## config.mk

```make
export PLATFORM = sky130hd
export DESIGN_NAME = snake_motion_ctrl
export DESIGN_NICKNAME = d
export VERILOG_FILES = /design/src/rtl/snake_pkg.sv /design/src/rtl/snake_tick_div.sv /design/src/rtl/snake_motion_ctrl.sv
export SDC_FILE = /design/constraint.sdc
export NUM_CORES = 1
export LEC_CHECK = 0
export BUFFER_PORTS_ARGS = -buffer_cell sky130_fd_sc_hd__buf_4
export CORE_UTILIZATION = 50
export CTS_BUF_LIST = sky130_fd_sc_hd__clkbuf_4
export CTS_CLUSTER_DIAMETER = 30
export DETAILED_ROUTE_END_ITERATION = 16
export PLACE_DENSITY = 0.8
export SLEW_MARGIN = 20
export SYNTH_ARGS = -nofsm -noshare
export SYNTH_HDL_FRONTEND = slang
export SYNTH_SLANG_ARGS = --single-unit
export TNS_END_PERCENT = 1
```

## constraint.sdc

```tcl
create_clock -name CLOCK_50 -period 3.9 [get_ports CLOCK_50]
set_clock_uncertainty 0.05 [all_clocks]
set_input_delay 0.78 -clock CLOCK_50 [delete_from_list [all_inputs] [get_ports CLOCK_50]]
set_output_delay 0.78 -clock CLOCK_50 [all_outputs]
set_load 0.02 [all_outputs]
```

## src/rtl/snake_pkg.sv

```systemverilog
// Shared types and constants for the snake motion controller.
package snake_pkg;

    localparam int unsigned COORD_W    = 6;
    localparam int unsigned GRID_W_DEF = 50;
    localparam int unsigned GRID_H_DEF = 50;

    localparam logic [7:0] KC_UP    = 8'h75;
    localparam logic [7:0] KC_RIGHT = 8'h74;
    localparam logic [7:0] KC_DOWN  = 8'h72;
    localparam logic [7:0] KC_LEFT  = 8'h6B;

    // Opposite directions differ in both bits, so a reversal is (a ^ b) == 2'b11
    typedef enum logic [1:0] {
        DIR_UP    = 2'b00,
        DIR_RIGHT = 2'b01,
        DIR_LEFT  = 2'b10,
        DIR_DOWN  = 2'b11
    } dir_t;

    typedef enum logic [1:0] {
        ST_IDLE = 2'b00,
        ST_RUN  = 2'b01,
        ST_DEAD = 2'b10
    } state_t;

    // Returns {hit, dir}; hit=0 for codes that are not arrow keys
    function automatic logic [2:0] decode_key(input logic [7:0] code);
        logic [2:0] res;
        case (code)
            KC_UP:    res = {1'b1, DIR_UP};
            KC_RIGHT: res = {1'b1, DIR_RIGHT};
            KC_DOWN:  res = {1'b1, DIR_DOWN};
            KC_LEFT:  res = {1'b1, DIR_LEFT};
            default:  res = 3'b000;
        endcase
        return res;
    endfunction

endpackage

```

## src/rtl/snake_tick_div.sv

```systemverilog
// Move-rate divider: counts enabled cycles 0..TICK_DIV-1, holds when disabled,
// and flags the terminal count combinationally so the next edge can move the head.
module snake_tick_div #(
    parameter int unsigned TICK_DIV = 5_000_000
) (
    input  logic clk,
    input  logic rst,
    input  logic en,
    output logic tick_c
);

    localparam int unsigned CNT_W = $clog2(TICK_DIV);
    localparam logic [CNT_W-1:0] LAST = CNT_W'(TICK_DIV - 1);

    logic [CNT_W-1:0] cnt_q;
    logic [CNT_W-1:0] cnt_d;

    // Next count and terminal flag
    always_comb begin
        cnt_d  = cnt_q;
        tick_c = 1'b0;
        if (en) begin
            if (cnt_q == LAST) begin
                cnt_d  = '0;
                tick_c = 1'b1;
            end else begin
                cnt_d = cnt_q + CNT_W'(1);
            end
        end
    end

    // Counter register
    always_ff @(posedge clk) begin
        if (rst) begin
            cnt_q <= '0;
        end else begin
            cnt_q <= cnt_d;
        end
    end

endmodule

```

## src/rtl/snake_motion_ctrl.sv

```systemverilog
// Snake motion controller: arrow-key direction buffer with reversal rejection,
// move-rate divider and head stepping with wall detection.
// Build option: define SNAKE_WALL_WRAP_EN to wrap the head around the playfield
// edges instead of dying on a wall hit.
module snake_motion_ctrl
    import snake_pkg::*;
#(
    parameter int unsigned GRID_W   = GRID_W_DEF,
    parameter int unsigned GRID_H   = GRID_H_DEF,
    parameter int unsigned TICK_DIV = 5_000_000,
    parameter int unsigned START_X  = 25,
    parameter int unsigned START_Y  = 25
) (
    input  logic                 CLOCK_50,
    input  logic                 RESET,
    input  logic [7:0]           key_code,
    input  logic                 key_valid,
    input  logic                 enable,
    output logic [COORD_W-1:0]   head_x,
    output logic [COORD_W-1:0]   head_y,
    output logic [1:0]           direction,
    output logic                 step,
    output logic                 dead
);

    localparam int unsigned SW = COORD_W + 1;
    localparam logic signed [SW-1:0] GRID_W_S = SW'(GRID_W);
    localparam logic signed [SW-1:0] GRID_H_S = SW'(GRID_H);
    localparam logic signed [SW-1:0] ONE_S    = SW'(1);

    state_t               state_q, state_d;
    dir_t                 pending_q, pending_d;
    dir_t                 direction_q, direction_d;
    logic [COORD_W-1:0]   head_x_q, head_x_d;
    logic [COORD_W-1:0]   head_y_q, head_y_d;
    logic                 step_q, step_d;
    logic                 dead_q, dead_d;

    logic                 tick_c;
    logic                 div_en_c;
    logic signed [SW-1:0] nx, ny;
    logic                 x_oob, y_oob, hit;
    logic [2:0]           key_dec;

    assign div_en_c = (state_q == ST_RUN) && enable;

    snake_tick_div #(
        .TICK_DIV (TICK_DIV)
    ) u_tick_div (
        .clk    (CLOCK_50),
        .rst    (RESET),
        .en     (div_en_c),
        .tick_c (tick_c)
    );

    // Candidate head from the buffered direction, wall check and optional wrap
    always_comb begin
        nx = $signed({1'b0, head_x_q});
        ny = $signed({1'b0, head_y_q});
        case (pending_q)
            DIR_UP:    ny = ny - ONE_S;
            DIR_RIGHT: nx = nx + ONE_S;
            DIR_DOWN:  ny = ny + ONE_S;
            default:   nx = nx - ONE_S;
        endcase
        x_oob = nx[SW-1] || (nx >= GRID_W_S);
        y_oob = ny[SW-1] || (ny >= GRID_H_S);
`ifdef SNAKE_WALL_WRAP_EN
        if (nx[SW-1])  nx = GRID_W_S - ONE_S;
        else if (x_oob) nx = '0;
        if (ny[SW-1])  ny = GRID_H_S - ONE_S;
        else if (y_oob) ny = '0;
        hit = 1'b0;
`else
        hit = x_oob || y_oob;
`endif
    end

    // FSM, move commit and direction buffer update
    always_comb begin
        state_d     = state_q;
        pending_d   = pending_q;
        direction_d = direction_q;
        head_x_d    = head_x_q;
        head_y_d    = head_y_q;
        step_d      = 1'b0;
        dead_d      = dead_q;
        key_dec     = decode_key(key_code);

        case (state_q)
            ST_IDLE: begin
                if (enable) state_d = ST_RUN;
            end
            ST_RUN: begin
                if (tick_c) begin
                    if (hit) begin
                        dead_d  = 1'b1;
                        state_d = ST_DEAD;
                    end else begin
                        head_x_d    = COORD_W'(nx);
                        head_y_d    = COORD_W'(ny);
                        direction_d = pending_q;
                        step_d      = 1'b1;
                    end
                end
            end
            default: ;
        endcase

        // A key in the step cycle is judged against the direction being committed
        if (key_valid && key_dec[2] && (state_q != ST_DEAD) &&
            ((key_dec[1:0] ^ direction_d) != 2'b11)) begin
            pending_d = dir_t'(key_dec[1:0]);
        end
    end

    // State registers
    always_ff @(posedge CLOCK_50) begin
        if (RESET) begin
            state_q     <= ST_IDLE;
            pending_q   <= DIR_UP;
            direction_q <= DIR_UP;
            head_x_q    <= COORD_W'(START_X);
            head_y_q    <= COORD_W'(START_Y);
            step_q      <= 1'b0;
            dead_q      <= 1'b0;
        end else begin
            state_q     <= state_d;
            pending_q   <= pending_d;
            direction_q <= direction_d;
            head_x_q    <= head_x_d;
            head_y_q    <= head_y_d;
            step_q      <= step_d;
            dead_q      <= dead_d;
        end
    end

    assign head_x    = head_x_q;
    assign head_y    = head_y_q;
    assign direction = direction_q;
    assign step      = step_q;
    assign dead      = dead_q;

endmodule

```

==> flow_summary_export.csv, run 1 <==
group,metric,value,unit
critical_path,endpoint_kind,"flop",
route,post_drt_wl_per_cell,13.2,um
clocking,clock_latency,360,ps
timing,tightest_slew,714,ps
route,drtIter0Drc,107,
critical_path,crit_path_start_kind,"flop",
yosys,synthAdderAreaFrac,0.0976,
timing,slew_headroom,0.524,
clocking,clk_pin_slew_worst_paths,130,ps
pwr,powerDensity,256,nW/um^2
final_layout,multi_input_area,1650,sq um
floorplan,die_area,5470,sq um
critical_path,arrival,3930,ps
timing,fin_crit_sh,0.953,
clocking,cts_sinks,43,
pwr,total_power,0.000759,W
clocking,cts_hold_buf,0,
placement,gp_congestion,0.870,
clocking,cts_root_buffer,"clkbuf_4",
pwr,sw_frac_of_total,0.223,
outcome,status,"finished clean",
global_routing,grt_pass1_wl,8.53,mm
timing,hold_violations,0,
clocking,h-tree-depth,2,
floorplan,io_pins,28,
floorplan,start_util,0.534,
timing,rsz0062_at_grt,"no",
final_layout,num-nets-final,359,
yosys,yosysWarnings,0,
timing,setup-violations-final,0,
route,drc,0,
route,vias,2188,
final_layout,final_cell_mix,"46 x nor2_1, 43 x dfxtp_1, 33 x buf_4",
pwr,vdd_ir_drop_max,0.203,mV
yosys,avgSynthCellArea,8.75,sq um
yosys,ys_types,48,
yosys,synth_compound_area_frac,0.116,
timing,slew_viol_final,0,
clocking,numCtsBuffers,5,
yosys,synthXorXnorAreaFrac,0.0981,
yosys,syn_area,2590,sq um
placement,hpwlAfterDp,3.96,mm
global_routing,grt_util_all_layers,0.201,
timing,layout_min_cycle_time,3720,ps
floorplan,die_x,74.0,um
final_layout,fillerInstances,426,
yosys,synth_top_flop_cell,"dfxtp_1",
yosys,syn_inst,296,
yosys,ys_seq_area_frac,0.333,
yosys,synth-async-reset-ratio,0,
critical_path,worstPathRequired,4110,ps
pwr,p_int,0.000590,W
global_routing,grt_util_met2,0.319,
global_routing,grt_max_degree,25,
yosys,ys_ff_latch,43,
yosys,syn_nets,327,
yosys,synth_top_family_by_area,"simple AND/OR/NAND/NOR gates",
clocking,clock_path_buffers,2,
timing,tns,0,ps
timing,holdWs,453,ps
yosys,synth_edf_count,0,
pwr,power_switching,0.000169,W
pwr,p_seq_frac,0.583,
final_layout,fin_cells,396,
final_layout,syn_to_final_growth,14.5,%
pwr,power.leakage,1.16,nW
global_routing,use_met3,0.0325,
route,routed_wl,5.24,mm
critical_path,critPathKind,"reg -> reg",
run,max-cap-violations,0,
global_routing,antenna_found_initial,0,
final_layout,layout_commonest_cell,"nor2_1",
floorplan,fp-row-count,25,
global_routing,grt_pass1_vias,1973,
final_layout,drive_gt1_frac,0.155,
route,via_per_inst,5.53,
yosys,muxShareOfSynthArea,0.0561,
global_routing,grt-ovfl-total,0,
final_layout,final_core_util,0.612,
route,dr.pass1.iters,4,
clocking,cts_tree,"built",
min_path,hold_path.class,"reg -> reg",
floorplan,die_y,74.0,um
pwr,comb_power_share,0.037,
placement,io_buffer_count,27,
timing,fmax,0.269,GHz
global_routing,use_met1,0.274,
final_layout,n_antenna_cell,0,
pwr,p_clk_frac,0.380,
critical_path,crit_fanout,8,
floorplan,core,4850,sq um
yosys,synth_simple_gate_area_share,0.268,
global_routing,grt_busiest_layer,"met2",
final_layout,seq_area,861,sq um
placement,placed_cells,387,
route,ant_nets,0,
-- worst paths after layout --
check,cells after the start,to,slack (ps),from
min reg2reg,2,dead,450,dead
min,2,dead,450,dead
max reg2reg,12,pending_q[1],180,pending_q[0]
max,12,pending_q[1],180,pending_q[0]
-- per-layer routing --
metal	routed length (um)	vias up
met3	169	7
met4	61	0
met5	0	-
li1	-	1119
met1	2530	1023
met2	2480	39
-- synth_stat cells (2+ instances only) --
master | instances | area [sq um]
a211o_1 | 3 | 26.3
a211oi_1 | 3 | 22.5
a21o_1 | 3 | 22.5
a21oi_1 | 13 | 65.1
and3_1 | 5 | 31.3
and3b_1 | 2 | 17.5
clkbuf_1 | 6 | 22.5
dfxtp_1 | 43 | 861
fa_1 | 2 | 40.0
ha_1 | 17 | 213
inv_1 | 12 | 45.0
mux2i_1 | 13 | 130
nand2_1 | 15 | 56.3
nand2b_1 | 9 | 56.3
nand3_1 | 10 | 50.1
nand3b_1 | 2 | 15.0
nand4_1 | 8 | 50.1
nand4b_1 | 4 | 35.0
nor2_1 | 46 | 173
nor2b_1 | 3 | 18.8
nor3_1 | 7 | 35.0
nor4_1 | 5 | 31.3
o211a_1 | 3 | 30.0
o211ai_1 | 3 | 22.5
o21ai_0 | 2 | 10.0
o22ai_1 | 2 | 12.5
o31ai_2 | 2 | 25.0
or3_1 | 3 | 18.8
or4_1 | 4 | 30.0
xnor2_1 | 11 | 96.3
xor2_1 | 18 | 158
-- layout make-up --
class / instances / share of cell area
multi-input combinational: 233 / 0.556
sequential: 43 / 0.290
timing repair buffer: 33 / 0.0835
tap: 67 / 0.0283
inverter: 12 / 0.0152
clock inverter: 3 / 0.0143
clock buffer: 5 / 0.0127
-- cell families (layout without fill, tap and decap cells) --
kind of cell / count (synthesis) / in the layout
simple gates: 132 / 132
flops: 43 / 43
compound gates: 39 / 39
xor+xnor: 29 / 29
buf+inv: 20 / 53
fa+ha+maj: 19 / 19
mux: 14 / 14
-- registers in the layout, indices dropped and copies added (netlist names) --
signal	flops
dead	1
state_q	2
u_tick_div.cnt_q	23
head_x	6
direction	2
pending_q	2
step	1
head_y	6
-- critical path: stages, from the launching register on --
cell and delay, ps:
dfxtp_1 420, ha_1 210, inv_1 160, fa_1 430
and3_1 180, or3_1 360, a31o_2 250, o211a_1 150
a2111oi_4 420, mux2i_1 350, mux2i_1 360, and2_4 220
o31ai_2 50
-- power by group through the flow --
stage / clock [W] / sequential, W / combinational (W)
floorplan: 0 / 0.000452 / 0.0000169
global placement: 0 / 0.000452 / 0.0000277
detailed placement: 0 / 0.000452 / 0.0000283
CTS: 0.000294 / 0.000443 / 0.0000285
global route: 0.000309 / 0.000443 / 0.0000310
finish: 0.000288 / 0.000443 / 0.0000282
-- repair_timing --
| item | 4_1_cts | 5_1_grt |
|---|---|---|
| setup endpoints to repair | 0 | 2 |
| resized for setup | 0 | 1 |
| buffers inserted | 0 | 1 |
-- metrics by stage --
stage,setup WS [ps],instance area [sq um]
CTS,158,2950
finish,184,2970
global placement,348,2870
floorplan,307,2590
detailed placement,187,2870
global route,0.189,2970
(Power assumes the default switching activity.)
==> inputs of run 2 (changes only) <==
- MAX_ROUTING_LAYER: unset -> met4
==> run 2 against run 1 <==
Compared with the run above:
- sequential power barely moved
- fmax about the same
- global-route usage grew 0.64 points
- core utilization did not move
- sequential share of layout area stayed put
- combinational power about the same
- non-clock buffer count unchanged
- critical path depth is the same
- clock-buffer cell count is the same
- cell count unchanged
- register-to-register slack is essentially flat
==> flow_summary_export.csv, run 2 (same netlist as run 1, synthesis figures left out) <==
group,metric,value,unit
clocking,numCtsBuffers,5,
critical_path,cp-startpoint,"pending_q[0]",
final_layout,syn_to_final_growth,14.5,%
floorplan,die_x,74.0,um
min_path,hold_path.class,"reg -> reg",
critical_path,worstPathRequired,4110,ps
floorplan,fp-row-count,25,
route,top_layer_used,"met4",
route,via_per_inst,5.50,
placement,gp_congestion,0.884,
critical_path,reg2reg_from,"pending_q[0]",
final_layout,fillerInstances,426,
placement,hpwlAfterDp,3.96,mm
final_layout,top_register,"u_tick_div.cnt_q",
global_routing,grt_pass1_vias,1971,
pwr,powerDensity,256,nW/um^2
timing,hold_violations,0,
critical_path,arrival,3930,ps
global_routing,grt_util_all_layers,0.207,
final_layout,n_antenna_cell,0,
final_layout,num-nets-final,359,
outcome,status,"finished clean",
timing,tightest_slew,728,ps
critical_path,critPathKind,"reg -> reg",
timing,slew_viol_final,0,
final_layout,layout_commonest_cell,"nor2_1",
critical_path,crit_fanout,8,
timing,rsz0062_at_grt,"no",
global_routing,grt_max_degree,25,
timing,tns,0,ps
clocking,clock_path_buffers,2,
clocking,cts_root_buffer,"clkbuf_4",
route,drc,0,
clocking,clk_pin_slew_worst_paths,130,ps
clocking,cts_sinks,43,
clocking,clock_latency,360,ps
final_layout,seq_area,861,sq um
final_layout,drive_gt1_frac,0.155,
global_routing,grt_pass1_wl,8.52,mm
route,wl_met3,182,um
timing,layout_min_cycle_time,3720,ps
floorplan,die_area,5470,sq um
route,dr.pass1.iters,4,
route,m1WireLength,2.60,mm
global_routing,antenna_found_initial,0,
floorplan,start_util,0.534,
timing,fin_crit_sh,0.953,
floorplan,io_pins,28,
run,max-cap-violations,0,
timing,setup-violations-final,0,
route,ant_nets,0,
clocking,cts_hold_buf,0,
route,drtIter0Drc,115,
route,routed_wl,5.28,mm
timing,slew_headroom,0.515,
floorplan,die_y,74.0,um
final_layout,multi_input_area,1650,sq um
min_path,min-delay-start,"dead",
timing,fmax,0.269,GHz
final_layout,final_core_util,0.612,
pwr,power.leakage,1.16,nW
clocking,h-tree-depth,2,
floorplan,core,4850,sq um
route,vias,2178,
final_layout,largest_reg_flops,23,
final_layout,final_cell_mix,"46 x nor2_1, 43 x dfxtp_1, 33 x buf_4",
clocking,cts_tree,"built",
critical_path,endpoint_kind,"flop",
route,dr_wl_met2,2.44,mm
route,post_drt_wl_per_cell,13.3,um
global_routing,grt-ovfl-total,0,
critical_path,crit_path_start_kind,"flop",
placement,io_buffer_count,27,
pwr,vdd_ir_drop_max,0.203,mV
[run 2: critical path, cell delays in order, from the launching register on]
cell and delay [ps]:
dfxtp_1 420, ha_1 210, inv_1 160, fa_1 430, and3_1 180, or3_1 360, a31o_2 250, o211a_1 150
a2111oi_4 420, mux2i_1 350, mux2i_1 360, and2_4 220, o31ai_2 50
[run 2: power by group]
part | internal, W | switching, W
logic | 0.0000137 | 0.0000146
registers | 0.000441 | 0.00000165
clock network | 0.000135 | 0.000154
[run 2: metrics by stage]
| step | area (sq um) | hold slack [ps] | cells | total power [W] | setup slack (ps) |
|---|---|---|---|---|---|
| floorplan | 2590 | 412 | 296 | 0.000469 | 307 |
| global placement | 2870 | 417 | 387 | 0.000480 | 348 |
| detailed placement | 2870 | 433 | 387 | 0.000481 | 187 |
| CTS | 2950 | 452 | 395 | 0.000765 | 158 |
| global route | 2970 | 482 | 396 | 0.000784 | 0.189 |
| finish | 2970 | 454 | 396 | 0.000760 | 183 |
[run 2: final timing paths]
check | cells after the start | slack [ps] | to
setup / recovery | 12 | 180 | pending_q[1]
hold / removal | 2 | 450 | dead
setup reg to reg | 12 | 180 | pending_q[1]
hold reg to reg | 2 | 450 | dead
[run 2: area by class of cell]
cell class | instances | share of cell area
Multi-Input combinational cell | 233 | 0.556
Sequential cell | 43 | 0.290
Timing Repair Buffer | 33 | 0.0835
Tap cell | 67 | 0.0283
Inverter | 12 | 0.0152
Clock inverter | 3 | 0.0143
Clock buffer | 5 | 0.0127
[run 2: layer usage]
metal,track usage,vias up
li1,-,1116
met1,0.274,1019
met2,0.319,35
met3,0.0325,8
met4,0.0769,0
met5,-,-
[run 2: repair_timing]
action,in CTS,in global routing
setup buffers,0,1
gates resized for setup,0,1
endpoints found under the setup margin,0,2
==> inputs of run 3 (changes only) <==
- clock period: 3.9 -> 3.8 ns (I/O delays scaled with it)
==> run 3 against run 2 <==
Compared with the run above:
- via count grew 1.1%
- largest cell class unchanged
- clock power grew 6%
- worst hold slack lost 2.3 ps
- critical endpoint unchanged
- fmax rose by 4.5%
==> flow_summary_export.csv, run 3 (same netlist as run 1, synthesis figures left out) <==
group,metric,value,unit
floorplan,io_pins,28,
timing,fmax,0.281,GHz
global_routing,grt_pass1_vias,2106,
min_path,min_to,"dead",
route,routed_wl,5.42,mm
clocking,cts_sinks,43,
min_path,min-delay-start,"dead",
min_path,hold_depth,2,
clocking,numCtsBuffers,5,
clocking,cts_tree,"built",
global_routing,grt-ovfl-total,0,
placement,dpl_cell_area,2890,sq um
floorplan,fp-row-count,25,
placement,placed_cells,389,
clocking,cts_root_buffer,"clkbuf_4",
critical_path,critical-path-max-stage-delay,400,ps
pwr,comb_power_share,0.038,
pwr,p_clk_frac,0.387,
timing,tns,0,ps
timing,hold_violations,0,
critical_path,r2r_slack,240,ps
critical_path,crit_fanout,8,
timing,slew_viol_final,0,
pwr,p_seq_frac,0.576,
route,via_per_inst,5.54,
timing,fin_crit_sh,0.936,
route,post_drt_wl_per_cell,13.6,um
pwr,power.leakage,1.17,nW
critical_path,crit_slowest_cell,"fa_1",
clocking,clock_path_buffers,2,
pwr,sw_frac_of_total,0.230,
timing,setup-violations-final,0,
final_layout,largest_reg_flops,23,
critical_path,arrival,3810,ps
floorplan,die_area,5470,sq um
critical_path,cp_cell_sequence,"ha_1, inv_2, fa_1, and3_1, or3_1, a31o_2, o211a_1, a2111oi_4, mux2i_2, mux2_4, and2_4, o31ai_2",
final_layout,fin_area,3000,sq um
timing,holdWs,451,ps
global_routing,grt_busiest_layer,"met2",
run,max-cap-violations,0,
placement,hpwlAfterDp,4.00,mm
final_layout,syn_to_final_growth,15.9,%
route,dr.pass1.iters,4,
pwr,p_int,0.000608,W
critical_path,worstReg2RegEnd,"pending_q[1]",
critical_path,reg2reg_from,"pending_q[1]",
final_layout,fillerInstances,409,
timing,rsz0062_at_grt,"no",
floorplan,die_y,74.0,um
final_layout,fin_cells,398,
critical_path,crit_path_start_kind,"flop",
global_routing,use_met3,0.0610,
floorplan,die_x,74.0,um
outcome,status,"finished clean",
floorplan,core,4850,sq um
critical_path,critPathKind,"reg -> reg",
critical_path,endpoint_kind,"flop",
critical_path,cp-startpoint,"pending_q[1]",
pwr,vdd_ir_drop_max,0.204,mV
placement,io_buffer_count,27,
route,ant_nets,0,
global_routing,grt_max_degree,25,
timing,layout_min_cycle_time,3560,ps
min_path,hold_path.class,"reg -> reg",
clocking,h-tree-depth,2,
clocking,cts_hold_buf,0,
final_layout,n_antenna_cell,0,
route,drc,0,
route,vias,2203,
clocking,clock_latency,380,ps
final_layout,drive_gt1_frac,0.181,
route,drtIter0Drc,110,
global_routing,antenna_found_initial,0,
placement,gp_congestion,0.884,
clocking,clk_pin_slew_worst_paths,150,ps
global_routing,grt_util_all_layers,0.221,
final_layout,num-nets-final,361,
pwr,powerDensity,263,nW/um^2
global_routing,use_met1,0.271,
final_layout,top_register,"u_tick_div.cnt_q",
critical_path,worstPathRequired,4050,ps
final_layout,final_cell_mix,"46 x nor2_1, 41 x dfxtp_1, 35 x buf_4",
floorplan,start_util,0.534,
timing,tightest_slew,496,ps
final_layout,layout_commonest_cell,"nor2_1",
pwr,power_switching,0.000182,W
global_routing,grt_pass1_wl,9.14,mm
critical_path,worstRegToRegCells,12,
timing,slew_headroom,0.666,
global_routing,grt_util_met2,0.345,
==> run 3: changes by cell type in the layout (fill, tap and decap cells not counted) <==
| cell | previous run | this run |
|---|---|---|
| nor4bb_2 | 0 | 1 |
| clkinvlp_4 | 0 | 1 |
| inv_2 | 0 | 2 |
| buf_4 | 33 | 35 |
| clkinv_1 | 1 | 0 |
| a311oi_2 | 0 | 1 |
| dfxtp_1 | 43 | 41 |
| a311oi_1 | 1 | 0 |
| dfxtp_2 | 0 | 2 |
| nor4bb_1 | 1 | 0 |
| inv_1 | 12 | 10 |
==> run 3: worst max path at each step <==
stage / end / depth (start not counted)
finish: pending_q[1] / 12
global route: pending_q[1] / 12
CTS: pending_q[1] / 12
detailed placement: pending_q[1] / 12
global placement: pending_q[1] / 12
floorplan: pending_q[1] / 12
==> run 3: per-layer routing <==
layer | routed length (um) | part of all wire
met5 | 0 | 0
met4 | 87 | 0.016
met3 | 224 | 0.041
met2 | 2480 | 0.46
met1 | 2620 | 0.48
==> run 3: layout make-up <==
type | instances | area [sq um] | share of cell area
clock buffer | 5 | 37.5 | 0.0125
clock inverter | 3 | 46.3 | 0.0154
tap | 67 | 83.8 | 0.0280
timing repair buffer | 35 | 263 | 0.0876
multi-input combinational | 233 | 1660 | 0.554
sequential | 43 | 863 | 0.288
inverter | 12 | 45.0 | 0.0150
==> run 3: timing repair <==
action,in CTS,in global routing
buffers inserted,0,1
gates resized for setup,0,7
setup endpoints to repair,0,2
endpoints found under the hold margin,0,0
==> run 3: worst max-delay path, delay by kind of cell, from the launching register on <==
family	cells	cell delay, ps
flip-flops	1	390
buffers and inverters	1	110
AO/OA/AOI/OAI	4	970
multiplexers	2	650
AND/OR/NAND/NOR	3	700
adder cells (fa/ha/maj)	2	610
==> run 3: power by group through the flow <==
| stage | logic, W | registers, W | clock network, W |
|---|---|---|---|
| floorplan | 0.0000173 | 0.000464 | 0 |
| global placement | 0.0000292 | 0.000464 | 0 |
| detailed placement | 0.0000298 | 0.000464 | 0 |
| CTS | 0.0000299 | 0.000455 | 0.000316 |
| global route | 0.0000326 | 0.000455 | 0.000333 |
| finish | 0.0000297 | 0.000455 | 0.000306 |
==> run 3: per-stage QoR <==
| step | power (W) | setup WS, ps | utilization |
|---|---|---|---|
| after floorplan | 0.000481 | 207 | - |
| after global placement | 0.000493 | 248 | 0.596 |
| after detailed placement | 0.000494 | 116 | 0.596 |
| after CTS | 0.000801 | 71.7 | 0.613 |
| after global routing | 0.000820 | 44.6 | 0.619 |
| final | 0.000790 | 242 | 0.619 |
